[src/rtl/sspi.sv]
// SPI slave for mode 0 / mode 3 with 8, 16 or 32-bit frames. sck, ss and sdi are oversampled in the clk domain.
// MOSI is sampled on rising sck and MISO is shifted on falling sck, MSB first. Received words are reported with rd_done.
module sspi #(
    parameter bit         CPOL       = 1'b1,
    parameter logic [1:0] BYTE_NUM_1 = 2'd0,
    parameter logic [1:0] BYTE_NUM_2 = 2'd1,
    parameter logic [1:0] BYTE_NUM_4 = 2'd2
) (
    input  logic        clk,
    input  logic        rst,
    input  logic [1:0]  wr_len,
    input  logic [31:0] txdata,
    input  logic        tx_load,
    output logic [31:0] rddata,
    output logic        rd_done,
    output logic        frame_err,
    output logic        busy,
    input  logic        sck,
    input  logic        ss,
    input  logic        sdi,
    output logic        sdo,
    output logic        sdo_oe
);

    typedef enum logic [1:0] {
        ST_IDLE,
        ST_SHIFT,
        ST_DONE
    } state_t;

    function automatic logic [5:0] frame_bits(input logic [1:0] code);
        case (code)
            BYTE_NUM_1: return 6'd8;
            BYTE_NUM_2: return 6'd16;
            BYTE_NUM_4: return 6'd32;
            default:    return 6'd8;
        endcase
    endfunction

    function automatic logic [31:0] len_mask(input logic [5:0] bits);
        case (bits)
            6'd8:    return 32'h0000_00FF;
            6'd16:   return 32'h0000_FFFF;
            default: return 32'hFFFF_FFFF;
        endcase
    endfunction

    logic sck_s1, sck_s2, sck_d;
    logic ss_s1, ss_s2, ss_d;
    logic sdi_s1, sdi_s2, sdi_d;
    logic [1:0] settle;

    // NOTE: asynchronous reset parks each synchronizer at its pin's idle level, so no edge is seen when reset is released.
    always_ff @(posedge clk or negedge rst) begin
        if (!rst) begin
            sck_s1 <= CPOL;
            sck_s2 <= CPOL;
            sck_d  <= CPOL;
            ss_s1  <= 1'b1;
            ss_s2  <= 1'b1;
            ss_d   <= 1'b1;
            sdi_s1 <= 1'b0;
            sdi_s2 <= 1'b0;
            sdi_d  <= 1'b0;
            settle <= 2'd0;
        end else begin
            // NOTE: non-blocking assignments keep every flop of the chain sampling the previous cycle's value.
            sck_s1 <= sck;
            sck_s2 <= sck_s1;
            sck_d  <= sck_s2;
            ss_s1  <= ss;
            ss_s2  <= ss_s1;
            ss_d   <= ss_s2;
            sdi_s1 <= sdi;
            sdi_s2 <= sdi_s1;
            sdi_d  <= sdi_s2;
            if (settle != 2'd3) settle <= settle + 2'd1;
        end
    end

    logic sck_rise, sck_fall, ss_fall, ss_rise, settled;
    assign sck_rise = sck_s2 & ~sck_d;
    assign sck_fall = ~sck_s2 & sck_d;
    assign ss_fall  = ~ss_s2 & ss_d;
    assign ss_rise  = ss_s2 & ~ss_d;
    // If ss is already low when reset is released, the pipeline would show a false falling edge until it has filled.
    assign settled  = (settle == 2'd3);

    state_t      state;
    logic [31:0] shadow;
    logic [31:0] shift;
    logic [31:0] rx;
    logic [5:0]  bit_cnt;
    logic [5:0]  len;

    logic [5:0]  cnt_next;
    logic [31:0] rx_next;
    // sdi_d is the data level one clk before the detected sck rise, so it is well settled.
    assign cnt_next = bit_cnt + {5'd0, sck_rise};
    assign rx_next  = {rx[30:0], sdi_d};

    always_ff @(posedge clk or negedge rst) begin
        if (!rst) begin
            state     <= ST_IDLE;
            busy      <= 1'b0;
            rd_done   <= 1'b0;
            frame_err <= 1'b0;
            rddata    <= 32'd0;
            shadow    <= 32'd0;
            shift     <= 32'd0;
            rx        <= 32'd0;
            bit_cnt   <= 6'd0;
            len       <= 6'd8;
        end else begin
            rd_done   <= 1'b0;
            frame_err <= 1'b0;
            if (tx_load) shadow <= txdata;

            case (state)
                ST_IDLE: begin
                    if (ss_fall && settled) begin
                        state   <= ST_SHIFT;
                        busy    <= 1'b1;
                        bit_cnt <= 6'd0;
                        len     <= frame_bits(wr_len);
                        shift   <= shadow;
                        rx      <= 32'd0;
                    end
                end

                ST_SHIFT: begin
                    if (sck_rise) begin
                        rx      <= rx_next;
                        bit_cnt <= cnt_next;
                        if (cnt_next == len) begin
                            rddata  <= rx_next & len_mask(len);
                            rd_done <= 1'b1;
                            state   <= ST_DONE;
                        end
                    end else if (sck_fall && bit_cnt != 6'd0) begin
                        shift <= {shift[30:0], 1'b0};
                    end
                    // A final rise landing together with ss rising still completes the frame.
                    if (ss_rise) begin
                        state <= ST_IDLE;
                        busy  <= 1'b0;
                        rx    <= 32'd0;
                        if (cnt_next != 6'd0 && cnt_next != len) frame_err <= 1'b1;
                    end
                end

                ST_DONE: begin
                    if (sck_fall) shift <= 32'd0;
                    if (ss_rise) begin
                        state <= ST_IDLE;
                        busy  <= 1'b0;
                    end
                end

                default: state <= ST_IDLE;
            endcase
        end
    end

    assign sdo    = shift[31];
    assign sdo_oe = ~ss;

endmodule

[config.mk]
export PLATFORM = sky130hd
export DESIGN_NAME = sspi
export DESIGN_NICKNAME = d
export VERILOG_FILES = /design/src/rtl/sspi.sv
export SDC_FILE = /design/constraint.sdc
export NUM_CORES = 1
export LEC_CHECK = 0
export ABC_AREA = 1
export CAP_MARGIN = 40
export CORE_UTILIZATION = 35
export DETAILED_ROUTE_END_ITERATION = 8
export SLEW_MARGIN = 25
export SYNTH_ARGS = -nofsm -noshare
export SYNTH_HDL_FRONTEND = slang
export SYNTH_SLANG_ARGS = --single-unit
[constraint.sdc]
create_clock -name clk -period 5.8 [get_ports clk]
set_input_delay 0.87 -clock clk [delete_from_list [all_inputs] [get_ports clk]]
set_output_delay 0.87 -clock clk [all_outputs]
set_load 0.02 [all_outputs]
---- Yosys cells after proc, flatten, opt, wreduce, memory -nomap -nowiden ----
Index checks and enable logic that the tools add are counted.
storage, ports and cells
  bits of input ports ..................... 40
  output and inout port bits .............. 37
  register bits ........................... 155
  word-level logic and storage cells ...... 100
cells by class
  muxes and demuxes ....................... 32
  $add $sub $neg .......................... 2
  bitwise logic cells ..................... 10
  equality and inequality tests ........... 19
  reductions and logical operators ........ 17
operator list
  operator                                                          count
  32-bit two-way mux                                                7
  32-bit case mux with 3 select lines                               1
  31-bit two-way mux                                                3
  32-bit case mux with 2 select lines                               1
  31-bit case mux with 2 select lines                               1
  32-bit AND                                                        1
  6-bit case mux with 2 select lines                                2
  2-bit inequality test (second input constant)                     7
  6-bit two-way mux                                                 2
  3-bit AND reduction                                               4
  6-bit nonzero test                                                2
  2-bit two-way mux                                                 5
  1-bit two-way mux                                                 8
  6-bit by 1-bit adder with 6-bit output                            1
  2-bit == test (second input constant)                             3
  6-bit by 4-bit == test with 1-bit output (second input constant)  1
  6-bit by 5-bit == test with 1-bit output (second input constant)  1
  6-bit == test                                                     1
  3-bit inequality test (second input constant)                     2
  6-bit inequality test                                             1
  2-bit case mux with 3 select lines                                1
  1-bit inverter                                                    5
  5-bit AND reduction                                               1
  1-bit AND                                                         4
  other kinds (11)                                                  15

---- Logic depth before layout (Yosys ltp) ----
Gate-level depths: netlist of the first run.
  depth in word-level cells ............... 8
  mapped depth ............................ 15

---- Least setup slack after synthesis of the first run ----
No wires, ideal clock.
  path kind ............................... register to register
  start point ............................. reg sck_d
  end point ............................... reg rddata[21]
  setup slack ............................. 3.695 ns
  required time ........................... 5.683 ns
  stages on the path, launching flop included .. 15
  arrival ................................. 1.988 ns
  cells stage by stage .................... dfstp_2 -> inv_1 -> nand2_1 -> inv_1 -> ha_1 -> ha_1 -> inv_1 -> nand2_1 -> nor2_2 -> nand2_2 -> nor2_4 -> nand3_4 -> buf_6 -> nand2_2 -> o21ai_2
between the ends
  cells in the longest elaborated chain, start to end .. 5
ends and longest elaborated chain
  element                                 RTL line  text
  start, declared                         48        logic sck_s1, sck_s2, sck_d;
  start signal, assigned                  70        sck_d <= sck_s2;
  1-bit inverter *                        82        assign sck_rise = sck_s2 & ~sck_d;
  1-bit AND *                             82
  6-bit by 1-bit adder with 6-bit output  99        assign cnt_next = bit_cnt + {5'd0, sck_rise};
  6-bit == test                           135       if (cnt_next == len) begin
  3-bit AND reduction (no line) *         --
  end signal, assigned                    136       rddata <= rx_next & len_mask(len);
  end, declared                           14        output logic [31:0] rddata,
Every way passes the cells marked *; elsewhere a longest branch is shown, timed or not.
A chain may end at the register's enable or synchronous reset.

---- Worst setup path after layout of the first run ----
  start point ............................. in ss
  end point ............................... out sdo_oe
between the ends
  cells in the longest elaborated chain, start to end .. 1
ends and longest elaborated chain
  element          RTL line  text
  start, declared  19        input logic ss,
  1-bit inverter   166       assign sdo_oe = ~ss;
  end, declared    22        output logic sdo_oe
No other way between the ends.

==> results of run 1 <==
-- power groups by stage --
stage | Clock [mW] | Sequential (mW) | Combinational [mW]
6_report | 1.12 | 1.28 | 1.08
5_1_grt | 1.20 | 1.30 | 1.22
4_1_cts | 1.15 | 1.28 | 1.07
3_5_place_dp | 0 | 1.30 | 1.06
3_3_place_gp | 0 | 1.30 | 1.02
2_1_floorplan | 0 | 1.29 | 0.778
-- worst max path at each step --
stage / from / end / slack [ns] / cells after the start
6_report: ss / sdo_oe / 3.00 / 3
5_1_grt: sck_d / rddata[0] / 2.96 / 17
4_1_cts: state[1] / rx[0] / 2.78 / 10
3_5_place_dp: state[1] / rx[0] / 2.79 / 10
3_3_place_gp: state[1] / rx[0] / 2.83 / 10
2_1_floorplan: sck_d / rddata[21] / 3.70 / 14
-- layout by cell type (no fill, tap or decap), drive strengths merged --
cell	count
nand2	204
dfrtp	145
o21ai	135
nand3	109
clkdlybuf4s50	74
inv	69
clkbuf	19
buf	17
nor2	16
ha	10
dfstp	7
a21oi	5
clkinv	5
clkinvlp	5
nand4	3
nor3	3
o22ai	3
bufinv	3
xor2	1
o21bai	1
nor3b	1
a22o	1
xnor2	1
mux2	1
nor4	1
a21boi	1
or2	1
-- layer usage --
metal	vias up	track usage, %	routed length (um)
met4	0	4.867	142
met1	2365	22.39	7443
met2	114	21.80	5956
met5	-	0	0
li1	2614	-	-
met3	11	3.567	666
-- state kept, by name, indices dropped and copies added (netlist names), 2 cells and up --
register and cells:
shift 32, rx 31, bit_cnt 6, len 3, settle 2, rddata 32
shadow 32, state 2
-- kinds of logic after synthesis --
kind of cell / Yosys count / synth area share [%]
AND/OR/NAND/NOR: 338 / 22.64
flip-flops: 152 / 55.14
AO/OA/AOI/OAI: 146 / 12.49
buffers and inverters: 115 / 7.510
adder cells (fa/ha/maj): 10 / 1.810
XOR/XNOR: 2 / 0.2534
multiplexers: 1 / 0.1629
-- synth_stat cells, drive strengths merged --
| library cell | number |
|---|---|
| dfrtp | 145 |
| a21boi | 1 |
| xnor2 | 1 |
| o21bai | 1 |
| nor3 | 3 |
| nor3b | 1 |
| nor2 | 16 |
| buf | 25 |
| or2 | 1 |
| mux2 | 1 |
| a21oi | 5 |
| dfstp | 7 |
| nor4 | 1 |
| a22o | 1 |
| inv | 69 |
| ha | 10 |
| nand4 | 3 |
| clkbuf | 21 |
| o21ai | 135 |
| nand2 | 204 |
| o22ai | 3 |
| nand3 | 109 |
| xor2 | 1 |
-- per-stage QoR --
| stage | cells | setup WS [ns] |
|---|---|---|
| 5_1_grt | 1106 | 2.963 |
| 2_1_floorplan | 764 | 3.695 |
| 3_5_place_dp | 1071 | 2.794 |
| 4_1_cts | 1103 | 2.784 |
| 3_3_place_gp | 1068 | 2.830 |
| 6_report | 1106 | 2.995 |
-- final cells by class --
class,instances,area [sq um]
Timing Repair Buffer,91,969.7
Clock buffer,19,452.9
Clock inverter,13,152.6
Fill cell,1901,10830
Sequential cell,152,3812
Tap cell,265,331.6
Inverter,69,259.0
Multi-Input combinational cell,497,2591
-- critical path, cell delays in order --
cell	delay, ns
clkdlybuf4s50_1	0.42
inv_1	0.06
clkdlybuf4s50_1	0.59
==> impl_metrics.tcl, run 1 <==
set metrics [dict create \
    dr.pass1.iters 4 \
    pwr-share-clk_pct 32.2 \
    cts_buffers 17 \
    drcViolationCount 0 \
    cts.clk_slew.worst_paths_ns 0.06 \
    cts_root_buf "clkbuf_16" \
    power_mw 3.480 \
    slew_headroom_pct 47.78 \
    gp_congestion 0.7818 \
    grt_pass1_wl_um 24520 \
    die_w_um 142.6 \
    final_util_pct 44.18 \
    yosysTopAreaCell "dfrtp_1" \
    cts.sinks 152 \
    r2r_end "rddata[0]" \
    core_area_sq_um 19400 \
    power.density_nw_per_um2 406.1 \
    vias 5104 \
    place_area_sq_um 7901 \
    routed_wl_um 14210 \
    detail_route.vias_per_cell 4.615 \
    r2r_cells 17 \
    timing.fmax_mhz 356.6 \
    ant_nets 0 \
    diodes 0 \
    grt_start_max_net_pins 65 \
    finalInstanceArea_sq_um 8569 \
    portBuffers 76 \
    ctsHoldBuffers 0 \
    critical_path_class "in -> out" \
    status "completed" \
    post_cts_resize_count 0 \
    synth-seq-cells 152 \
    p_leak_nw 4.010 \
    r2r_slack_ns 3.15 \
    r2r-start "sck_d" \
    p_comb_share_pct 30.9 \
    ys_warn_count 0 \
    tightestPinTransition_ns 0.7815 \
    setup_viol 0 \
    synthCells 764 \
    start_kind "input pin" \
    finClkSkew_ns 0.006640 \
    clk-insertion-delay-late_ns 0.42 \
    cts_setup_buffers 0 \
    finalNetCount 878 \
    min_period_ns 2.805 \
    peakVddDrop_v 0.0002605 \
    hold_path.class "in -> async" \
    num_io_pins 77 \
    sequentialPowerShare_pct 36.9 \
    grt_pass1_vias 4859 \
    initial_core_util_pct 35.64 \
    dp_hpwl_um 9004 \
    worst-endpoint-required_ns 4.93 \
    internal-power_mw 2.224 \
    crit_arrival_ns 1.93 \
    hold_violations 0 \
    yosys.cell_types.count 34 \
    cts_tree "yes" \
    synth_top_area_share_pct 52.48 \
    drt_iter0_drc 464 \
    drive_above_1_share_pct 16.29 \
    slew_viol_final 0 \
    fin_hold_ws_ns 0.3242 \
    dieArea_sq_um 20320 \
    syn2layout_area_growth_pct 23.94 \
    htreeDepth 4 \
    rsz0062_at_grt "false" \
    power.switching_mw 1.256 \
    post_drt_wl_per_cell_um 12.85 \
    syn_area_sq_um 6914 \
    clock_path_buffers 2 \
    rows 51 \
    grt_overflow 0 \
    syn_area_per_cell_sq_um 9.050 \
    maxCapViolCount 0 \
    ys_seq_area_share_pct 55.14 \
    power.share.switching_pct 36.08 \
    antenna_found_initial 0 \
    synth.area.top_cells "dfrtp_1, nand2_1, nand3_1" \
    track_usage_pct 15.20 \
    synth_nets 814 \
    tns_ns 0 \
    die_height_um 142.6 \
    timing.final.crit_share_pct 48.35 \
    end_kind "output port" \
    path_max_fanout 2 \
]
Note: power is estimated with default switching activity, not from simulation.
==> inputs of run 2 (changes only) <==
clock period = 2.55 ns   (was 5.8 ns; I/O delays follow)
==> run 2 against run 1 <==
Compared with the run above: register-to-register slack got worse by 2.9 ns; first-iteration DRC count fell by 49%; non-clock buffer count rose by 7; sequential share of layout area fell by 0.26 points; clock power rose by 130%; setup slack got worse by 2.7 ns; final area rose by 0.58%; die area did not move; sequential cell count did not move; clock-buffer cell count rose by 5; core utilization rose by 0.26 points; critical path type is now reg -> reg; highest routed layer unchanged.
==> impl_metrics.tcl, run 2 (synthesis results as in run 1) <==
set metrics [dict create \
    cts.sinks 152 \
    ant_nets 0 \
    setup_viol 0 \
    tightestPinTransition_ns 0.7536 \
    dr.pass1.iters 5 \
    place_area_sq_um 7946 \
    mostFrequentLayoutCells "nand2_1, dfrtp_1, nand3_1, o21ai_0, clkdlybuf4s50_1" \
    die_height_um 142.6 \
    htreeDepth 4 \
    grt_pass1_wl_um 25080 \
    r2r-start "sck_d" \
    num_io_pins 77 \
    routed_wl_um 14400 \
    drcViolationCount 0 \
    hold_violations 0 \
    portBuffers 76 \
    die_w_um 142.6 \
    endpoint "rddata[0]" \
    p_leak_nw 4.055 \
    tns_ns 0 \
    dieArea_sq_um 20320 \
    multi_input_area_sq_um 2591 \
    finalInstanceArea_sq_um 8620 \
    post_drt_wl_per_cell_um 12.95 \
    gp_congestion 0.8080 \
    syn2layout_area_growth_pct 24.67 \
    finalNetCount 885 \
    rsz0062_at_grt "false" \
    clk-insertion-delay-late_ns 0.42 \
    grt_overflow 0 \
    path_max_fanout 31 \
    grt_start_max_net_pins 65 \
    post_cts_resize_count 0 \
    initial_core_util_pct 35.64 \
    power_mw 8.049 \
    maxCapViolCount 0 \
    diodes 0 \
    track_usage_pct 15.47 \
    slew_headroom_pct 49.71 \
    hold_path.class "reg -> reg" \
    clock_path_buffers 2 \
    crit_arrival_ns 2.64 \
    start_kind "register" \
    rows 51 \
    startpoint "sck_d" \
    cts_buffers 17 \
    r2r_slack_ns 0.27 \
    detail_route.vias_per_cell 4.705 \
    end_kind "register" \
    drive_above_1_share_pct 16.65 \
    power.density_nw_per_um2 933.8 \
    timing.final.crit_share_pct 89.44 \
    pre_cts_ws_ns 0.1939 \
    timing.final.ws_setup_ns 0.2692 \
    cts.clk_slew.worst_paths_ns 0.06 \
    r2r_cells 15 \
    vias 5232 \
    min_period_ns 2.281 \
    cts_root_buf "clkbuf_16" \
    critical_path_class "reg -> reg" \
    final_common_cell "nand2_1" \
    timing.fmax_mhz 438.4 \
    worstHoldStart "sdi_s2" \
    peakVddDrop_v 0.0006675 \
    top_regs "rddata: 32 flops, shadow: 32 flops, shift: 32 flops" \
    r2r_end "rddata[0]" \
    worst-endpoint-required_ns 2.91 \
    fillCellCount 1897 \
    core_area_sq_um 19400 \
    drt_iter0_drc 235 \
    seqCellArea_sq_um 3812 \
    status "completed" \
    finClkSkew_ns 0.008293 \
    antenna_found_initial 0 \
    dp_hpwl_um 9289 \
    grt_pass1_vias 5124 \
    cts_tree "yes" \
    slew_viol_final 0 \
]
## run 2: cell types whose count changed in the layout (fill, tap and decap cells not counted), moves of 2 or more
cell,previous run,this run
buf_12,1,6
buf_16,4,0
buf_4,9,15
clkbuf_8,2,6
clkinv_2,5,3
clkinvlp_4,5,0
## run 2: layout make-up
type                            count  share of cell area [%]
Clock buffer                       24                   5.937
Tap cell                          265                   3.847
Timing Repair Buffer               98                   11.60
Multi-Input combinational cell    497                   30.06
Inverter                           69                   3.005
Sequential cell                   152                   44.23
Clock inverter                      7                   1.321
## run 2: per-layer routing
metal,GRT usage (%),share of wire (%)
met5,0,0
met4,4.924,1.3
met3,3.398,3.4
met2,24.54,45
met1,20.97,50
## run 2: power breakdown
| group | switching, mW | total, mW | leakage [nW] | internal, mW |
|---|---|---|---|---|
| logic | 1.74 | 2.49 | 1.76 | 0.749 |
| registers | 0.181 | 2.93 | 1.98 | 2.75 |
| clock network | 0.943 | 2.63 | 0.312 | 1.69 |
## run 2: repair_timing
item,in CTS,in global routing
endpoints found under the setup margin,0,10
hold buffers,1,0
buffers inserted,0,5
endpoints found under the hold margin,45,0
## run 2: through the flow
step / hold slack (ns) / instances / util, %
2_1_floorplan: 0.08691 / 764 / -
3_3_place_gp: 0.3360 / 1075 / 40.95
3_5_place_dp: 0.3347 / 1075 / 40.96
4_1_cts: 0.3481 / 1107 / 44.24
5_1_grt: 0.3620 / 1112 / 44.43
6_report: 0.3480 / 1112 / 44.43
## run 2: worst min-delay path by stage
stage | end | cells past startpoint
after global routing | sck_s2 | 0
final | sdi_d | 0
after global placement | sdi_s2 | 0
after floorplan | bit_cnt[0] | 0
after detailed placement | sdi_d | 0
after CTS | sdi_d | 0
## run 2: critical path: stages (launching register included)
cell and delay, ns:
dfstp_2 0.51, inv_1 0.04, nand2_1 0.10, inv_1 0.08
ha_1 0.18, ha_1 0.26, inv_1 0.06, nand2_1 0.06
nor2_2 0.13, nand2_2 0.09, nor2_4 0.14, nand3_4 0.15
buf_12 0.22, inv_1 0.09, nand2_1 0.05, nand2_1 0.05
